`config.mk`:
```
export PLATFORM = sky130hd
export DESIGN_NAME = mini_alu_exec
export DESIGN_NICKNAME = d
export VERILOG_FILES = /design/src/rtl/mini_alu_exec.sv
export SDC_FILE = /design/constraint.sdc
export NUM_CORES = 1
export LEC_CHECK = 0
export BUFFER_PORTS_ARGS = -buffer_cell sky130_fd_sc_hd__buf_2
export CAP_MARGIN = 15
export CORE_MARGIN = 4
export CORE_UTILIZATION = 35
export CTS_BUF_LIST = sky130_fd_sc_hd__clkbuf_4 sky130_fd_sc_hd__clkbuf_8 sky130_fd_sc_hd__clkbuf_16
export DETAILED_ROUTE_END_ITERATION = 8
export REMOVE_ABC_BUFFERS = 1
export SYNTH_ARGS = -nofsm -noshare
export SYNTH_HDL_FRONTEND = slang
export SYNTH_SLANG_ARGS = --single-unit
```
`constraint.sdc`:
```
create_clock -name Clock -period 9.5 [get_ports Clock]
set_clock_uncertainty 0.1 [all_clocks]
set_input_delay 1.425 -clock Clock [delete_from_list [all_inputs] [get_ports Clock]]
set_output_delay 1.425 -clock Clock [all_outputs]
set_load 0.005 [all_outputs]
```
`src/rtl/mini_alu_exec.sv`:
```
// MiniAlu execution unit: single-cycle ALU/branch/LED ops plus an
// iterative shift-add multiplier that returns a double-width product.
package mini_alu_pkg;
  typedef enum logic [3:0] {
    OP_NOP  = 4'h0,
    OP_ADD  = 4'h1,
    OP_SUB  = 4'h2,
    OP_SHL  = 4'h3,
    OP_SHR  = 4'h4,
    OP_UMUL = 4'h5,
    OP_SMUL = 4'h6,
    OP_BLE  = 4'h7,
    OP_BLT  = 4'h8,
    OP_JMP  = 4'h9,
    OP_LED  = 4'hA,
    OP_STO  = 4'hB
  } op_e;
endpackage

module mini_alu_exec
  import mini_alu_pkg::*;
#(
  parameter int DATA_W = 16,
  parameter int ADDR_W = 8
) (
  input  logic              Clock,
  input  logic              Reset,
  input  logic              iValid,
  output logic              oReady,
  input  logic [3:0]        iOp,
  input  logic [ADDR_W-1:0] iDest,
  input  logic [DATA_W-1:0] iSrc0,
  input  logic [DATA_W-1:0] iSrc1,
  input  logic [DATA_W-1:0] iImm,
  output logic              oWriteEnable,
  output logic [ADDR_W-1:0] oWriteAddr,
  output logic [DATA_W-1:0] oResult,
  output logic [DATA_W-1:0] oResultHi,
  output logic              oCarry,
  output logic              oBranchTaken,
  output logic [ADDR_W-1:0] oBranchTarget,
  output logic [7:0]        oLed,
  output logic              oIllegal
);

  localparam int CNT_W = $clog2(DATA_W + 1);

  typedef enum logic [1:0] {
    S_IDLE,
    S_MUL,
    S_DONE
  } state_e;

  state_e              state_q, state_d;
  logic [CNT_W-1:0]    cnt_q, cnt_d;
  logic [DATA_W-1:0]   mcand_q, mcand_d;
  logic [DATA_W-1:0]   acc_hi_q, acc_hi_d;
  logic [DATA_W-1:0]   acc_lo_q, acc_lo_d;
  logic                sign_q, sign_d;
  logic [ADDR_W-1:0]   dest_q, dest_d;
  logic                ready_q, ready_d;
  logic                we_q, we_d;
  logic [ADDR_W-1:0]   waddr_q, waddr_d;
  logic [DATA_W-1:0]   res_q, res_d;
  logic [DATA_W-1:0]   res_hi_q, res_hi_d;
  logic                carry_q, carry_d;
  logic                br_q, br_d;
  logic [ADDR_W-1:0]   bt_q, bt_d;
  logic [7:0]          led_q, led_d;
  logic                ill_q, ill_d;

  logic                accept;
  logic                smul;
  logic                shift_oob;
  logic [DATA_W:0]     sum;
  logic [DATA_W:0]     step;
  logic [DATA_W-1:0]   mag0, mag1;
  logic [2*DATA_W-1:0] prod;

  always_comb begin
    state_d  = state_q;
    cnt_d    = cnt_q;
    mcand_d  = mcand_q;
    acc_hi_d = acc_hi_q;
    acc_lo_d = acc_lo_q;
    sign_d   = sign_q;
    dest_d   = dest_q;
    ready_d  = ready_q;
    we_d     = 1'b0;
    waddr_d  = waddr_q;
    res_d    = res_q;
    res_hi_d = res_hi_q;
    carry_d  = 1'b0;
    br_d     = 1'b0;
    bt_d     = bt_q;
    led_d    = led_q;
    ill_d    = 1'b0;

    accept    = iValid & ready_q;
    smul      = (iOp == OP_SMUL);
    shift_oob = (32'(iSrc0) >= 32'(DATA_W));
    sum       = {1'b0, iSrc1} + {1'b0, iSrc0};
    // Most-negative input negates to itself, which is the right magnitude
    mag0 = (smul & iSrc0[DATA_W-1]) ? -iSrc0 : iSrc0;
    mag1 = (smul & iSrc1[DATA_W-1]) ? -iSrc1 : iSrc1;

    step = acc_lo_q[0] ? ({1'b0, acc_hi_q} + {1'b0, mcand_q})
                       : {1'b0, acc_hi_q};
    prod = {step, acc_lo_q[DATA_W-1:1]};

    unique case (state_q)
      S_MUL: begin
        acc_hi_d = prod[2*DATA_W-1:DATA_W];
        acc_lo_d = prod[DATA_W-1:0];
        cnt_d    = cnt_q + CNT_W'(1);
        if (cnt_q == CNT_W'(DATA_W - 1)) begin
          state_d  = S_DONE;
          ready_d  = 1'b1;
          we_d     = 1'b1;
          waddr_d  = dest_q;
          {res_hi_d, res_d} = sign_q ? -prod : prod;
        end
      end
      default: begin
        state_d = S_IDLE;
        if (accept) begin
          unique case (iOp)
            OP_NOP: begin
            end
            OP_ADD: begin
              res_d    = sum[DATA_W-1:0];
              carry_d  = sum[DATA_W];
              res_hi_d = '0;
              we_d     = 1'b1;
              waddr_d  = iDest;
            end
            OP_SUB: begin
              res_d    = iSrc1 - iSrc0;
              carry_d  = (iSrc1 < iSrc0);
              res_hi_d = '0;
              we_d     = 1'b1;
              waddr_d  = iDest;
            end
            OP_SHL: begin
              res_d    = shift_oob ? '0 : (iSrc1 << iSrc0);
              res_hi_d = '0;
              we_d     = 1'b1;
              waddr_d  = iDest;
            end
            OP_SHR: begin
              res_d    = shift_oob ? '0 : (iSrc1 >> iSrc0);
              res_hi_d = '0;
              we_d     = 1'b1;
              waddr_d  = iDest;
            end
            OP_UMUL, OP_SMUL: begin
              state_d  = S_MUL;
              ready_d  = 1'b0;
              cnt_d    = '0;
              mcand_d  = mag0;
              acc_lo_d = mag1;
              acc_hi_d = '0;
              sign_d   = smul & (iSrc0[DATA_W-1] ^ iSrc1[DATA_W-1]);
              dest_d   = iDest;
            end
            OP_BLE: begin
              br_d = (iSrc1 <= iSrc0);
              bt_d = iDest;
            end
            OP_BLT: begin
              br_d = ($signed(iSrc1) < $signed(iSrc0));
              bt_d = iDest;
            end
            OP_JMP: begin
              br_d = 1'b1;
              bt_d = iDest;
            end
            OP_LED: begin
              led_d = 8'(iSrc1);
            end
            OP_STO: begin
              res_d    = iImm;
              res_hi_d = '0;
              we_d     = 1'b1;
              waddr_d  = iDest;
            end
            default: begin
              ill_d = 1'b1;
            end
          endcase
        end
      end
    endcase
  end

  always_ff @(posedge Clock or negedge Reset) begin
    if (!Reset) begin
      state_q  <= S_IDLE;
      cnt_q    <= '0;
      mcand_q  <= '0;
      acc_hi_q <= '0;
      acc_lo_q <= '0;
      sign_q   <= 1'b0;
      dest_q   <= '0;
      ready_q  <= 1'b1;
      we_q     <= 1'b0;
      waddr_q  <= '0;
      res_q    <= '0;
      res_hi_q <= '0;
      carry_q  <= 1'b0;
      br_q     <= 1'b0;
      bt_q     <= '0;
      led_q    <= '0;
      ill_q    <= 1'b0;
    end else begin
      state_q  <= state_d;
      cnt_q    <= cnt_d;
      mcand_q  <= mcand_d;
      acc_hi_q <= acc_hi_d;
      acc_lo_q <= acc_lo_d;
      sign_q   <= sign_d;
      dest_q   <= dest_d;
      ready_q  <= ready_d;
      we_q     <= we_d;
      waddr_q  <= waddr_d;
      res_q    <= res_d;
      res_hi_q <= res_hi_d;
      carry_q  <= carry_d;
      br_q     <= br_d;
      bt_q     <= bt_d;
      led_q    <= led_d;
      ill_q    <= ill_d;
    end
  end

  assign oReady        = ready_q;
  assign oWriteEnable  = we_q;
  assign oWriteAddr    = waddr_q;
  assign oResult       = res_q;
  assign oResultHi     = res_hi_q;
  assign oCarry        = carry_q;
  assign oBranchTaken  = br_q;
  assign oBranchTarget = bt_q;
  assign oLed          = led_q;
  assign oIllegal      = ill_q;

endmodule

```
; ---- After elaboration in Yosys (flattened, before gate mapping)
; Index checks and enable logic that the tools add are counted.
[word_totals]
register_bits = 125
wordCells = 114
out_inout_bits = 61
[op_classes]
addsub = 7
magnitude_cmp = 4
eq_ne = 14
mux = 48
shift = 2
bitwise_logic = 6
reduce_logical = 16
[ops]
columns = operator, n
row1 = 2-to-1 mux 16 bit, 17
row2 = one-hot mux 16 bit (5 select lines), 1
row3 = adder 16 x 16 -> 17 bit, 2
row4 = < comparator 16 bit, 2
row5 = 2-to-1 mux 32 bit, 1
row6 = 2-to-1 mux 8 bit, 4
row7 = negation 16 bit, 2
row8 = negation 32 bit, 1
row9 = AND reduction 3 bit, 6
row10 = 2-to-1 mux 1 bit, 17
row11 = 2-to-1 mux 17 bit, 1
row12 = == test 4 x 3 -> 1 bit (second input constant), 4
row13 = == test 4 bit (second input constant), 4
row14 = >= comparator 16 x 5 -> 1 bit (second input constant), 1
row15 = <= comparator 16 bit, 1
row16 = left shift 16 x 16 -> 16 bit, 1
row17 = >> shifter 16 x 16 -> 16 bit, 1
row18 = subtractor 16 bit, 1
row19 = 2-to-1 mux 5 bit, 3
row20 = OR reduction 12 bit, 1
row21 = == test 4 x 2 -> 1 bit (second input constant), 2
row22 = nonzero test 2 bit, 3
row23 = nonzero test 6 bit, 1
row24 = adder 5 x 1 -> 5 bit (second input constant), 1
row25 = other kinds (15), 19

; ---- Depth between registers and ports, before layout
[depth]
word_depth = 6
mapped_depth = 15
ltp_nobuf = 13

; ---- Least setup slack after synthesis
; No wires, ideal clock.
[synth_path]
kind = input to register
start = input iSrc0[1]
end = register res_q[9], in the netlist oResult[9]
slack_ns = 4.775
setup_time_ns = 0.121
stages = 14
arrival_ns = 4.504
path_cell_list = clkbuf_1 > inv_1 > buf_1 > buf_1 > ha_1 > nor2b_1 > o21ai_0 > a21oi_1 > o41ai_1 > o21ai_0 > a221o_1 > o21ai_0 > o211ai_1 > a22o_1
[synth_between]
elab_chain_cells = 5
elab_cells_between_ends = 10
classes_between = add/sub (2) / order compare (1) / shift (2) / mux (5)
[synth_lines]
columns = element, line_no
row1 = from (decl), 32  ; input logic [DATA_W-1:0] iSrc0,
row2 = ">= comparator 16 x 5 -> 1 bit, or another cell as far along", 101  ; shift_oob = (32'(iSrc0) >= 32'(DATA_W));
row3 = 2-to-1 mux 16 bit (on tied branches), "151, 145"
row4 = one-hot mux 16 bit (5 select lines) *, 127  ; unique case (iOp)
row5 = 2-to-1 mux 16 bit *, 126  ; if (accept) begin
row6 = 2-to-1 mux 16 bit *, 111  ; unique case (state_q)
row7 = to (signal assigned), 226  ; res_q <= res_d;
row8 = to (decl), 64  ; logic [DATA_W-1:0] res_q, res_d;
; Mark *: on every way between the ends. The rest lies on a longest branch, timed or not. The select of a mux whose other input is x is not followed.
; A chain may end at the register's enable or synchronous reset.

; ---- Worst setup path after layout
; Ends and elaborated chain as after synthesis.

==> run_summary.xml <==
<?xml version="1.0" encoding="UTF-8"?>
<metrics>
  <group name="logic_synthesis">
    <metric name="syn-cell-area" unit="mm²">0.01059</metric>
    <metric name="syn_inst" unit="">1335</metric>
    <metric name="synth_top_flop_cell" unit="">dfrtp_1</metric>
    <metric name="synth.distinct_cells" unit="">90</metric>
    <metric name="synth_area_per_cell" unit="µm²">7.930</metric>
    <metric name="synth_area_leaders" unit="">dfrtp_1, nand2_1, ha_1, o21ai_0, xnor2_1</metric>
    <metric name="synth_common_cells" unit="">nand2_1, o21ai_0, dfrtp_1</metric>
    <metric name="synth-compound-area-share" unit="">0.2493</metric>
    <metric name="xor_and_xnor_area_share_after_synthesis" unit="">0.06288</metric>
    <metric name="postSynth.asyncResetShare" unit="">1.000</metric>
    <metric name="synth-edff-count" unit="">0</metric>
    <metric name="synth.area.mux_share" unit="">0.06737</metric>
    <metric name="synthDominantCellAreaShare" unit="">0.2931</metric>
    <metric name="synth_largest_area_cell" unit="">dfrtp_1</metric>
    <metric name="synth.most_common_cell" unit="">nand2_1</metric>
    <metric name="post_synth_fa_ha_maj_area_fraction" unit="">0.06831</metric>
    <metric name="synthSimpleGateAreaFrac" unit="">0.2046</metric>
    <metric name="synth_top_family_by_area" unit="">compound AO/OA/AOI/OAI gates</metric>
    <metric name="yosysWarningCount" unit="">0</metric>
    <metric name="seq_area_frac_synth" unit="">0.2956</metric>
    <metric name="postSynthRegisterBits" unit="">125</metric>
  </group>
  <group name="clock_tree">
    <metric name="clock_tree_from_tritoncts" unit="">done</metric>
    <metric name="cts-resized-gates" unit="">0</metric>
    <metric name="htreeDepth" unit="">4</metric>
    <metric name="holdBufCountCts" unit="">0</metric>
    <metric name="clkSinkCount" unit="">125</metric>
    <metric name="numCtsBuffers" unit="">17</metric>
    <metric name="postCtsSetupBuffers" unit="">0</metric>
    <metric name="worst_setup_hold_path_clk_slew" unit="ns">0.06</metric>
    <metric name="ctsRootBufferMaster" unit="">clkbuf_16</metric>
    <metric name="worst_skew_pair.late_latency" unit="ns">0.43</metric>
    <metric name="cts-root-to-sink-buffers" unit="">2</metric>
  </group>
  <group name="sta">
    <metric name="final_hold_vio_count" unit="">0</metric>
    <metric name="slew_limit_headroom" unit="">0.2973</metric>
    <metric name="drv_slew" unit="">0</metric>
    <metric name="final.min_clock_period" unit="ns">5.331</metric>
    <metric name="setup-tns-final" unit="ns">0</metric>
    <metric name="fmax" unit="GHz">0.1876</metric>
    <metric name="rsz0062_at_grt" unit="">false</metric>
    <metric name="setup-violations-final" unit="">0</metric>
    <metric name="timing.final.crit_share" unit="">0.5611</metric>
    <metric name="worst_pin_slew" unit="ns">1.052</metric>
  </group>
  <group name="worst_setup_path">
    <metric name="slowest_delay" unit="ns">0.81</metric>
    <metric name="slowest_stage" unit="">o41ai_1</metric>
    <metric name="crit_path_class" unit="">in2reg</metric>
    <metric name="setup.worst_path.start_class" unit="">primary input</metric>
    <metric name="timing.critical_path.fanout_max" unit="">35</metric>
    <metric name="crit_path_frequent_cell" unit="">o21ai_0</metric>
    <metric name="critPathCaptureType" unit="">flip-flop</metric>
    <metric name="crit_family" unit="">compound AO/OA/AOI/OAI gates</metric>
    <metric name="timing.critical_path.required" unit="ns">9.71</metric>
    <metric name="critical_path_cell_list" unit="">buf_2 &gt; inv_1 &gt; ha_1 &gt; nor2b_1 &gt; o21ai_0 &gt; a21oi_1 &gt; o41ai_1 &gt; o21ai_0 &gt; a221o_1 &gt; o21ai_0 &gt; o211ai_1 &gt; a22o_1</metric>
    <metric name="cp.buffers_inverters" unit="">2</metric>
    <metric name="crit_arrival" unit="ns">5.54</metric>
  </group>
  <group name="floorplan">
    <metric name="floorplan.die.width" unit="µm">181.9</metric>
    <metric name="standard_cell_rows" unit="">63</metric>
    <metric name="initial_util" unit="">0.3562</metric>
    <metric name="fp.coreArea" unit="mm²">0.02972</metric>
    <metric name="io_pins" unit="">124</metric>
    <metric name="die_h" unit="µm">181.9</metric>
    <metric name="die_area" unit="mm²">0.03309</metric>
  </group>
  <group name="final_layout">
    <metric name="areaGrowthSynthToFinish" unit="%">13.57</metric>
    <metric name="final_nets" unit="">1514</metric>
    <metric name="multiInputGateArea" unit="mm²">0.006929</metric>
    <metric name="fillers" unit="">3055</metric>
    <metric name="regArea" unit="mm²">0.003129</metric>
    <metric name="post_route_cells_drive_above_1_share" unit="">0.1634</metric>
    <metric name="final_core_area_utilization" unit="">0.4046</metric>
  </group>
  <group name="power_and_ir_drop">
    <metric name="p_int" unit="mW">1.693</metric>
    <metric name="clock_power_share" unit="">0.219</metric>
    <metric name="swShare" unit="">0.4307</metric>
    <metric name="powerDensity" unit="mW/mm²">247.4</metric>
    <metric name="combinationalPowerShare" unit="">0.482</metric>
    <metric name="static-leakage-power" unit="nW">5.078</metric>
    <metric name="seqPwrFrac" unit="">0.300</metric>
    <metric name="total_switching_power" unit="mW">1.281</metric>
    <metric name="peakVddDrop" unit="mV">0.1266</metric>
  </group>
  <group name="grt">
    <metric name="grt_antenna_before_repair" unit="">1</metric>
    <metric name="globalRoute.totalOverflow" unit="">0</metric>
    <metric name="globalRouteTotalUtil" unit="">0.2361</metric>
    <metric name="grt_pass1_wl" unit="µm">61110</metric>
    <metric name="grt_start_max_net_pins" unit="">64</metric>
    <metric name="first_global_vias" unit="">10310</metric>
  </group>
  <group name="drt">
    <metric name="drt_wl_cell" unit="µm">22.13</metric>
    <metric name="vias_per_cell" unit="">5.892</metric>
    <metric name="antenna_left" unit="">0</metric>
    <metric name="drt_drc_violations_left" unit="">0</metric>
    <metric name="drt_iter0_drc" unit="">879</metric>
    <metric name="wirelength" unit="µm">39820</metric>
    <metric name="drt_first_pass_iters" unit="">5</metric>
    <metric name="routed-via-count" unit="">10600</metric>
  </group>
  <group name="outcome">
    <metric name="outcome" unit="">complete, no violations</metric>
  </group>
  <group name="placed_design">
    <metric name="gp_routability_congestion" unit="">0.9876</metric>
    <metric name="post-dp-hpwl" unit="µm">29920</metric>
    <metric name="io_buffer_count" unit="">123</metric>
  </group>
  <group name="hold_path">
    <metric name="hold_class" unit="">reg2reg</metric>
  </group>
  <group name="flow_run">
    <metric name="max-cap-violations" unit="">0</metric>
  </group>
</metrics>
-- metal layers --
layer	track usage	part of all wire	up-vias
li1	-	-	4942
met1	0.3090	0.43	5176
met2	0.3836	0.47	396
met3	0.04828	0.064	85
met4	0.09216	0.036	0
met5	0	0	-
-- through the flow --
stage	worst slack, ns	power (mW)	hold slack [ns]	cell area (µm²)	std cells
2_1_floorplan	3.726	1.835	0.3453	10210	1241
3_3_place_gp	3.995	2.296	0.3551	11430	1765
3_5_place_dp	3.933	2.316	0.3635	11430	1765
4_1_cts	4.338	2.982	0.3783	12010	1797
5_1_grt	3.859	3.195	0.3841	12020	1799
6_report	4.169	2.974	0.3720	12020	1799
-- state kept, by name, summed over array words and instances (netlist names), 2 cells and up --
name	count
oBranchTarget	8
cnt_q	5
oLed	8
state_q	2
oResultHi	16
acc_lo_q	16
mcand_q	16
dest_q	8
oWriteAddr	8
oResult	16
acc_hi_q	16
-- cells in the final DEF, fill, tap and decap left out, types with 8 or more instances in the layout --
cell | netlist | layout
a211oi_1 | 13 | 13
a21o_1 | 10 | 10
a21oi_1 | 78 | 77
a221oi_1 | 11 | 11
a31oi_1 | 18 | 18
buf_2 | 8 | 122
buf_4 | 1 | 11
clkbuf_16 | 0 | 17
dfrtp_1 | 124 | 124
ha_1 | 53 | 53
inv_1 | 44 | 44
mux2_2 | 24 | 24
mux2i_1 | 24 | 24
mux4_2 | 8 | 8
nand2_1 | 199 | 199
nand2b_1 | 15 | 15
nand3_1 | 34 | 34
nand4_1 | 12 | 12
nor2_1 | 103 | 103
nor2b_1 | 14 | 13
nor3_1 | 34 | 33
nor4_1 | 13 | 12
o211ai_1 | 13 | 13
o21a_1 | 10 | 10
o21ai_0 | 132 | 132
o21ai_1 | 13 | 13
o22ai_1 | 30 | 30
o31ai_1 | 21 | 21
or3_1 | 8 | 8
xnor2_1 | 48 | 48
xor2_1 | 28 | 28
-- logic make-up after synthesis --
family	count (synthesis)
xor+xnor	76
fa+ha+maj	56
compound gates	413
buf+inv	141
simple gates	467
flops	125
mux	57
-- worst min-delay path, stage by stage (launching register included) --
cell and delay [ns]:
dfrtp_1 0.34, nand2_1 0.05, nand2_1 0.05
-- path summary, 6_finish.rpt --
check,from,endpoint,slack [ns],cells after the start
min in group asynchronous,Reset,acc_hi_q[9]$_DFFE_PN0P_,0.87,1
max in group asynchronous,Reset,oResult[4]$_DFFE_PN0P_,7.20,2
min,dest_q[1]$_DFFE_PN0P_,dest_q[1]$_DFFE_PN0P_,0.37,2
max,iSrc0[1],oResult[9]$_DFFE_PN0P_,4.17,12
min reg2reg,dest_q[1]$_DFFE_PN0P_,dest_q[1]$_DFFE_PN0P_,0.37,2
max reg2reg,cnt_q[0]$_DFFE_PN0P_,oResult[11]$_DFFE_PN0P_,5.63,9
-- power groups by stage --
stage,Clock [mW],Sequential (mW),Combinational (mW)
3_3_place_gp,0,0.895,1.40
6_report,0.650,0.892,1.43
5_1_grt,0.686,0.919,1.59
2_1_floorplan,0,0.869,0.966
4_1_cts,0.663,0.893,1.43
3_5_place_dp,0,0.897,1.42
-- final cells by class --
type	instances	area share
sequential	125	0.2603
inverter	47	0.01467
timing repair buffer	135	0.05922
multi-input combinational	1069	0.5763
tap	390	0.04059
clock buffer	21	0.03892
clock inverter	11	0.009782
antenna	1	0.0002081
Power figures use the tool's default switching activity.
